===== src/rtl/game_pkg.sv =====
// Shared constants and types for the ball game video path.
// Combinational helpers only, so no latency.
// No flow control lives here.
package game_pkg;

  // Ball box edge in pixels.
  localparam int BALL_SIZE_DEFAULT = 20;

  // Visible raster size.
  localparam int H_ACTIVE = 640;
  localparam int V_ACTIVE = 480;

  typedef enum logic [1:0] {
    IDLE,
    ACCUM,
    EVAL
  } hit_state_t;

  // Unsigned distance between two columns. It cannot overflow 10 bits.
  function automatic logic [9:0] abs_diff10(input logic [9:0] a, input logic [9:0] b);
    return (a >= b) ? (a - b) : (b - a);
  endfunction

endpackage


===== src/rtl/hit_speed_detector_frame_edge_detect.sv =====
// Detects the leading edge of a sync pulse using a registered copy of the sync line.
// The pulse is combinational from the live sync input and lasts one cycle.
// There is no backpressure; the module sees every sync transition.
module frame_edge_detect #(
  parameter bit ACTIVE_LOW = 1'b1
) (
  input  logic clk_25MHZ,
  input  logic reset,
  input  logic sync,
  output logic frame_edge
);

  logic sync_q;

  // Keep the previous sync level. Reset sets it to the inactive level so that no false edge appears.
  always_ff @(posedge clk_25MHZ or posedge reset) begin
    if (reset) sync_q <= ACTIVE_LOW;
    else       sync_q <= sync;
  end

  assign frame_edge = ACTIVE_LOW ? (sync_q & ~sync) : (~sync_q & sync);

endmodule


===== src/rtl/hit_speed_detector.sv =====
// Counts object-mask pixels inside the grown ball box and pulses collision_detected once per qualifying frame.
// Pixel-to-accumulator latency is 1 cycle. The pulse appears 1 cycle after the frame edge is sampled.
// This is a streaming design with no backpressure. Every DE-qualified pixel is consumed.
module hit_speed_detector
  import game_pkg::*;
#(
  parameter int BALL_SIZE       = BALL_SIZE_DEFAULT,
  parameter int MARGIN          = 2,
  parameter int HIT_THRESH      = 16,
  parameter int COOLDOWN_FRAMES = 8,
  parameter int CNT_W           = 16
) (
  input  logic       clk_25MHZ,
  input  logic       reset,
  input  logic [9:0] x_pixel,
  input  logic [9:0] y_pixel,
  input  logic       DE,
  input  logic       v_sync,
  input  logic       mask,
  input  logic [9:0] ball_x,
  input  logic [9:0] ball_y,
  output logic       collision_detected,
  output logic [9:0] estimated_speed,
  output logic       frame_valid
);

  localparam int CD_W = $clog2(COOLDOWN_FRAMES + 1);

  // The bounds use 12 signed bits. A ball near column 0 gives a negative lower bound, which clamps the box to column 0.
  // A ball near column 1023 must not wrap its upper bound.
  localparam logic signed [11:0] LO_OFF = 12'(MARGIN);
  localparam logic signed [11:0] HI_OFF = 12'(BALL_SIZE - 1 + MARGIN);
  localparam logic [CNT_W-1:0]   CNT_MAX = '1;

  logic             frame_edge;
  logic [9:0]       x_q, y_q;
  logic             de_q, mask_q;
  hit_state_t       state;
  logic [9:0]       bx, by;
  logic [CNT_W-1:0] hit_cnt;
  logic [9:0]       cur_min, prev_min;
  logic             cur_valid, prev_valid;
  logic [CD_W-1:0]  cooldown;

  logic signed [11:0] x_lo, x_hi, y_lo, y_hi, xs, ys;
  logic               in_box, pix_hit, hit_now;

  frame_edge_detect #(.ACTIVE_LOW(1'b1)) u_edge (
    .clk_25MHZ (clk_25MHZ),
    .reset     (reset),
    .sync      (v_sync),
    .frame_edge(frame_edge)
  );

  // Register the pixel stream once. The overlap test works on this stage.
  always_ff @(posedge clk_25MHZ or posedge reset) begin
    if (reset) begin
      x_q    <= '0;
      y_q    <= '0;
      de_q   <= 1'b0;
      mask_q <= 1'b0;
    end else begin
      x_q    <= x_pixel;
      y_q    <= y_pixel;
      de_q   <= DE;
      mask_q <= mask;
    end
  end

  assign xs      = $signed({2'b00, x_q});
  assign ys      = $signed({2'b00, y_q});
  assign x_lo    = $signed({2'b00, bx}) - LO_OFF;
  assign x_hi    = $signed({2'b00, bx}) + HI_OFF;
  assign y_lo    = $signed({2'b00, by}) - LO_OFF;
  assign y_hi    = $signed({2'b00, by}) + HI_OFF;
  assign in_box  = (xs >= x_lo) && (xs <= x_hi) && (ys >= y_lo) && (ys <= y_hi);
  assign pix_hit = de_q & mask_q;
  assign hit_now = (hit_cnt >= CNT_W'(HIT_THRESH)) && (cooldown == '0);

  // Frame FSM: accumulate over the frame, then evaluate for one cycle at each frame edge.
  always_ff @(posedge clk_25MHZ or posedge reset) begin
    if (reset) begin
      state              <= IDLE;
      collision_detected <= 1'b0;
      estimated_speed    <= '0;
      frame_valid        <= 1'b0;
      hit_cnt            <= '0;
      cur_min            <= '1;
      cur_valid          <= 1'b0;
      prev_min           <= '1;
      prev_valid         <= 1'b0;
      cooldown           <= '0;
      bx                 <= '0;
      by                 <= '0;
    end else begin
      collision_detected <= 1'b0;
      case (state)
        IDLE: begin
          // Pixels seen before the first edge belong to a partial frame and are dropped.
          if (frame_edge) begin
            state     <= ACCUM;
            bx        <= ball_x;
            by        <= ball_y;
            hit_cnt   <= '0;
            cur_min   <= '1;
            cur_valid <= 1'b0;
          end
        end
        ACCUM: begin
          if (pix_hit) begin
            if (x_q < cur_min) cur_min <= x_q;
            cur_valid <= 1'b1;
            if (in_box && (hit_cnt != CNT_MAX)) hit_cnt <= hit_cnt + CNT_W'(1);
          end
          if (frame_edge) state <= EVAL;
        end
        EVAL: begin
          if (hit_now) begin
            collision_detected <= 1'b1;
            cooldown           <= CD_W'(COOLDOWN_FRAMES);
          end else if (cooldown != '0) begin
            cooldown <= cooldown - CD_W'(1);
          end
          estimated_speed <= (cur_valid && prev_valid) ? abs_diff10(cur_min, prev_min) : '0;
          prev_min        <= cur_min;
          prev_valid      <= cur_valid;
          frame_valid     <= 1'b1;
          // A second edge arriving here is ignored. The next frame starts at once.
          state     <= ACCUM;
          bx        <= ball_x;
          by        <= ball_y;
          hit_cnt   <= '0;
          cur_min   <= '1;
          cur_valid <= 1'b0;
        end
        default: state <= IDLE;
      endcase
    end
  end

endmodule

===== config.mk =====
export PLATFORM = sky130hd
export DESIGN_NAME = hit_speed_detector
export DESIGN_NICKNAME = d
export VERILOG_FILES = /design/src/rtl/game_pkg.sv /design/src/rtl/hit_speed_detector_frame_edge_detect.sv /design/src/rtl/hit_speed_detector.sv
export SDC_FILE = /design/constraint.sdc
export NUM_CORES = 1
export LEC_CHECK = 0
export CAP_MARGIN = 0
export CORE_ASPECT_RATIO = 1.25
export CORE_MARGIN = 10
export CORE_UTILIZATION = 35
export DETAILED_ROUTE_END_ITERATION = 12
export SLEW_MARGIN = 5
export SYNTH_ARGS = -nofsm -noshare
export SYNTH_HDL_FRONTEND = slang
export SYNTH_HIERARCHICAL = 1
export SYNTH_SLANG_ARGS = --single-unit

===== constraint.sdc =====
create_clock -name clk_25MHZ -period 7.5 [get_ports clk_25MHZ]
set_input_delay 1.875 -clock clk_25MHZ [delete_from_list [all_inputs] [get_ports clk_25MHZ]]
set_output_delay 1.875 -clock clk_25MHZ [all_outputs]
set_load 0.01 [all_outputs]

# Word level (Yosys, flattened, before mapping)

Index checks and enable logic that the tools add are counted.

Reduce and logical (&&, ||, !) cells: 18
Bitwise logic cells: 3
Mux-type cells: 24
Equality and inequality tests: 8
$add $sub $neg: 8
Magnitude comparators: 7

Operators with widths:

| cell                                                                   | count |
|---|---|
| 10-bit two-way mux                                                     | 7 |
| 16-bit two-way mux                                                     | 3 |
| 16-bit case mux with 3 select lines                                    | 1 |
| 10-bit case mux with 2 select lines                                    | 2 |
| 10-bit case mux with 3 select lines                                    | 1 |
| 10-bit by 5-bit adder with 11-bit output, second input constant        | 2 |
| 11-bit >= comparator                                                   | 2 |
| 10-bit by 11-bit <= comparator with 1-bit output                       | 2 |
| 10-bit by 2-bit subtractor with 11-bit output, second input constant   | 2 |
| 10-bit subtractor                                                      | 2 |
| 16-bit by 1-bit adder with 16-bit output, second input constant        | 1 |
| 16-bit by 5-bit >= comparator with 1-bit output, second input constant | 1 |
| 16-bit inequality test, second input constant                          | 1 |
| 10-bit >= comparator                                                   | 1 |
| 10-bit less-than comparator                                            | 1 |
| 2-bit inequality test, second input constant                           | 5 |
| 4-bit two-way mux                                                      | 2 |
| 4-bit AND reduction                                                    | 2 |
| 1-bit logical AND                                                      | 6 |
| 2-bit case mux with 3 select lines                                     | 1 |
| 2-bit AND reduction                                                    | 3 |
| 4-bit zero test                                                        | 1 |
| 1-bit two-way mux                                                      | 4 |
| 2-bit two-way mux                                                      | 2 |
| 11 further kinds                                                       | 13 |

Flip-flop bits (word level): 99
Logic and storage cells: 85

# Longest topological paths before layout

Word-level depth: 9
Depth in mapped cells: 17

# Cells and area by module

The synthesis kept the hierarchy.

By module, submodules not included:

| module             | times used | cells an instance | area an instance (um2) | seq. area each (um2) |
|---|---|---|---|---|
| hit_speed_detector | 1          | 693               | 6411.1                 | 2477.4 |
| frame_edge_detect  | 1          | 3                 | 43.8                   | 26.3 |

# Worst setup path after synthesis

OpenSTA, ideal clock, no wires.

Kind: flip-flop to flip-flop
Start point: reg by[2]
End point: reg hit_cnt[12]
Setup slack: 4.156 ns
Library setup time: 0.069 ns
Arrival time: 3.275 ns
Path buffers: 1
Cell stages (with the launch flop): 16
Cell sequence: dfrtp_1 -> clkbuf_1 -> inv_1 -> ha_1 -> a21oi_1 -> inv_1 -> a21oi_1 -> nor2_1 -> xnor2_1 -> ha_1 -> a21o_1 -> a221o_1 -> a21oi_1 -> nand4_1 -> or4_1 -> nand3_1

Longest elaborated chain between the ends: 7
Elaborated cells between the ends (all ways): 9
Classes of those cells: add/sub (2); order compare (2); eq/ne (1); reduce/logical (4)

RTL lines:

| what                                          | line                      | text |
|---|---|---|
| start, declared                               | hit_speed_detector.sv:39  | `logic [9:0] bx, by;` |
| start signal, assigned                        | hit_speed_detector.sv:103 | `by <= ball_y;` |
| start signal, assigned                        | hit_speed_detector.sv:131 | `by <= ball_y;` |
| 10-bit by 2-bit subtractor with 11-bit output | hit_speed_detector.sv:74  | `assign y_lo = $signed({2'b00, by}) - LO_OFF;` |
| 11-bit >= comparator                          | hit_speed_detector.sv:76  | `assign in_box = (xs >= x_lo) && (xs <= x_hi) && (ys >= y_lo) && (ys <= y_hi);` |
| 1-bit logical AND                             | hit_speed_detector.sv:76  |  |
| 1-bit logical AND *                           | hit_speed_detector.sv:76  |  |
| 1-bit logical AND *                           | hit_speed_detector.sv:113 | `if (in_box && (hit_cnt != CNT_MAX)) hit_cnt <= hit_cnt + CNT_W'(1);` |
| 2-bit inequality test (no source line) *      | -                         |  |
| 4-bit AND reduction (no source line) *        | -                         |  |
| end signal, assigned                          | hit_speed_detector.sv:113 |  |
| end, declared                                 | hit_speed_detector.sv:40  | `logic [CNT_W-1:0] hit_cnt;` |

Mark *: on every way between the ends. The rest lies on a longest branch, timed or not.
A chain may end at the register's enable or synchronous reset.

# Worst setup path in the final report

Start point: reg by[2]
End point: reg hit_cnt[15]

The elaborated chain is that of the path after synthesis.

==> reports/metrics.json <==
{
  "pwr": {
    "pwr_density_cell_nw_per_um2": 409.7,
    "power_leakage_nw": 3.424,
    "peakVddDrop_mv": 0.1496
  },
  "logic_synthesis": {
    "synth_simple_gate_area_frac": 0.1853,
    "synth_async_sr_flop_share": 1.000,
    "synth_commonest_cells": "nand2_1, dfrtp_1, ha_1",
    "synth_seq_area_share": 0.3879,
    "synth_cells": 696,
    "share_of_the_synthesized_area_in_the_top_cell_type": 0.3024,
    "yosys.area_share.adder": 0.1574,
    "number_of_nets_in_the_synthesized_netlist": 821,
    "yosysTopAreaCell": "dfrtp_1",
    "synth-edff-count": 0,
    "synth-seq-cells": 99,
    "synth_compound_gate_area_share": 0.1483,
    "synth.yosys.warnings": 6,
    "main_flop_type_after_synthesis": "dfrtp_1",
    "synth.area.mux_share": 0.02016,
    "avgSynthCellArea_um2": 9.274,
    "yosysUniqueCellTypes": 62,
    "xor_xnor_share_of_the_synthesized_area": 0.05292,
    "yosys-top-cells-area": "dfrtp_1, ha_1, dfstp_2",
    "main_combinational_cell_family_by_area_after_synthesis": "simple AND/OR/NAND/NOR gates",
    "post-synth-top-count-cell": "nand2_1",
    "netlist_area_um2": 6455
  },
  "critical_path": {
    "path_cells": "inv_1 -> ha_1 -> a21oi_1 -> inv_1 -> a21oi_1 -> nor2_1 -> xnor2_1 -> ha_1 -> nand4_1 -> nor4_1 -> a211oi_1 -> a21oi_1 -> and4_1 -> nand2_1 -> o31ai_1",
    "r2r_end": "hit_cnt[15]",
    "timing.critical_path.slowest_stage_cell": "dfrtp_1",
    "cp_common_cell": "a21oi_1",
    "cp_slowest_stage_delay_ns": 0.48,
    "cp_data_arrival_time_ns": 4.04,
    "required_ns": 7.77,
    "r2r_cells": 15,
    "regToRegSetupSlack_ns": 3.72,
    "critPathMaxFanout": 7,
    "worstSetupEndpointType": "flop",
    "start_kind": "flop",
    "timing.rr.start": "by[2]",
    "critPathKind": "flop to flop"
  },
  "cts": {
    "cts-root-buf": "clkbuf_16",
    "total_of_hold_buffers_inserted_after_clock_tree_synthesis": 0,
    "number_of_buffers_added_for_setup_after_cts": 0,
    "clock_tree.buffer_depth": 2,
    "worstSkewPairLatency_ns": 0.36,
    "numClockSinks": 99,
    "htree_num_levels": 3,
    "cts_tree": "done",
    "cts-resized-gates": 0,
    "tritoncts.num_buffers": 9,
    "clkSlewWorstSetupHoldPaths_ns": 0.07
  },
  "global_route": {
    "grt_antenna_before_repair": 0,
    "first_global_vias": 5041,
    "globalRouteOverflowTotal": 0,
    "grt_util_all_layers": 0.1232,
    "grt_first_pass_wirelength_mm": 24.48,
    "pin_count_of_the_biggest_net_entering_global_routing": 74
  },
  "finish": {
    "finish.net_count": 860,
    "drive_above_1_share": 0.08108,
    "sequential_cell_area_um2": 2504,
    "n_fill_cell": 1796,
    "design_area_um2": 7506,
    "multiInputGateArea_um2": 3643,
    "diodes": 0,
    "utilization": 0.4147,
    "area_growth_pct": 16.28
  },
  "hold_path": {
    "hold_class": "flop to flop",
    "end_point_of_the_worst_hold_path": "frame_valid",
    "hp-start": "frame_valid",
    "worstHoldPathCells": 1
  },
  "placed_design": {
    "detailed_place.area_um2": 7194,
    "io_buffers": 56,
    "detailed_place_hpwl_mm": 11.08,
    "finalWeightedCongestion": 0.8965
  },
  "route": {
    "routed_via_density": 5.070,
    "ant_nets": 0,
    "detailedRoute.firstPassIterationCount": 4,
    "route.detailed.wl_per_inst_um": 14.86,
    "drcViolationCount": 0,
    "vias": 4908,
    "finalWirelength_mm": 14.38,
    "dr.first_iter.drc_count": 197
  },
  "timing": {
    "setup_tns_final_ns": 0,
    "drv_slew": 0,
    "finalHoldViolations": 0,
    "timing.final.crit_share": 0.5037,
    "layout_min_cycle_time_ns": 3.778,
    "slew-limit-headroom": 0.3921,
    "skew_ns": 0.01299,
    "setup_viol": 0,
    "unrepaired_setup_endpoints_after_global_routing": "false",
    "worst_pin_slew_ns": 0.9118,
    "max_freq_mhz": 264.7
  },
  "floorplanning": {
    "design.die.area_um2": 24310,
    "core_area_um2": 18100,
    "die_w_um": 141.5,
    "floorplan.io_pins": 57,
    "floorplan.initialDensity": 0.3567,
    "chipHeight_um": 171.8,
    "fp-row-count": 55
  },
  "status": {
    "status": "completed"
  },
  "run": {
    "timing.max_cap.violations": 0
  }
}
## layout by cell type, fill, tap and decap left out, types with 11 or more instances in the layout
master and n:
inv_1 44, nand2_1 109, dfrtp_1 78, nand4_1 16, xnor2_1 22, a21oi_1 25, clkdlybuf4s50_1 56, mux2i_1 13
nor3_1 18, a21o_1 11, o21ai_0 45, nand3_1 14, xor2_1 17, ha_1 78, nor2_1 33, dfstp_2 21
## area by class of cell
type                       count  area share
clock buffer                  11     0.03367
clock inverter                 5    0.007835
inverter                      45     0.02284
multi-input combinational    520      0.4854
sequential                    99      0.3336
tap                          228     0.03801
timing repair buffer          60     0.07868
## worst max-delay path: cells and delay by family, from the launching register on
kind                     cells  cell delay (ns)
XOR/XNOR                     1             0.14
flip-flops                   1             0.48
buffers and inverters        2             0.20
AO/OA/AOI/OAI                5             1.22
adder cells (fa/ha/maj)      2             0.50
AND/OR/NAND/NOR              5             1.14
## where the power goes
group	switching, mW	total [mW]	internal (mW)
clock	0.218	0.495	0.278
sequential	0.204	0.941	0.738
combinational	0.896	1.64	0.743
total	1.32	3.08	1.76
## how the worst max path moves through the flow
stage                 from  slack (ns)  cells after the start     endpoint
floorplan            reset        3.10                      1        bx[0]
global placement    v_sync        3.50                      8   cur_min[8]
detailed placement  v_sync        3.46                      8   cur_min[4]
CTS                  by[2]        3.71                     15  hit_cnt[15]
global route         by[2]        3.41                     15  hit_cnt[15]
finish               by[2]        3.72                     15  hit_cnt[15]
## flip-flops by register name, summed over array words and instances, names as in the netlist
name,cells
hit_cnt,16
bx,10
by,10
cur_min,10
estimated_speed,10
prev_min,10
x_q,10
y_q,10
cooldown,4
state,2
collision_detected,1
cur_valid,1
de_q,1
frame_valid,1
mask_q,1
prev_valid,1
u_edge/sync_q,1
## metal layers
| metal | global-route usage | share of wire | vias to the layer above |
|---|---|---|---|
| li1 | - | - | 2518 |
| met1 | 0.1438 | 0.44 | 2284 |
| met2 | 0.2117 | 0.49 | 87 |
| met3 | 0.03007 | 0.047 | 19 |
| met4 | 0.04984 | 0.022 | 0 |
| met5 | 0 | 0 | - |
## per-stage QoR
step | cells | hold WS [ns] | total power [mW] | setup WS, ns
after floorplan | 696 | 0.4592 | 2.205 | 3.096
after global placement | 952 | 0.4475 | 2.578 | 3.505
after detailed placement | 952 | 0.4513 | 2.598 | 3.462
after CTS | 968 | 0.4719 | 3.110 | 3.706
after global routing | 968 | 0.4787 | 3.404 | 3.408
final | 968 | 0.4661 | 3.075 | 3.722
## cell families after synthesis
kind of cell    Yosys count
simple gates            245
compound gates          143
flops                    99
fa+ha+maj                80
buf+inv                  77
xor+xnor                 39
mux                      13
Power figures use the tool's default switching activity.
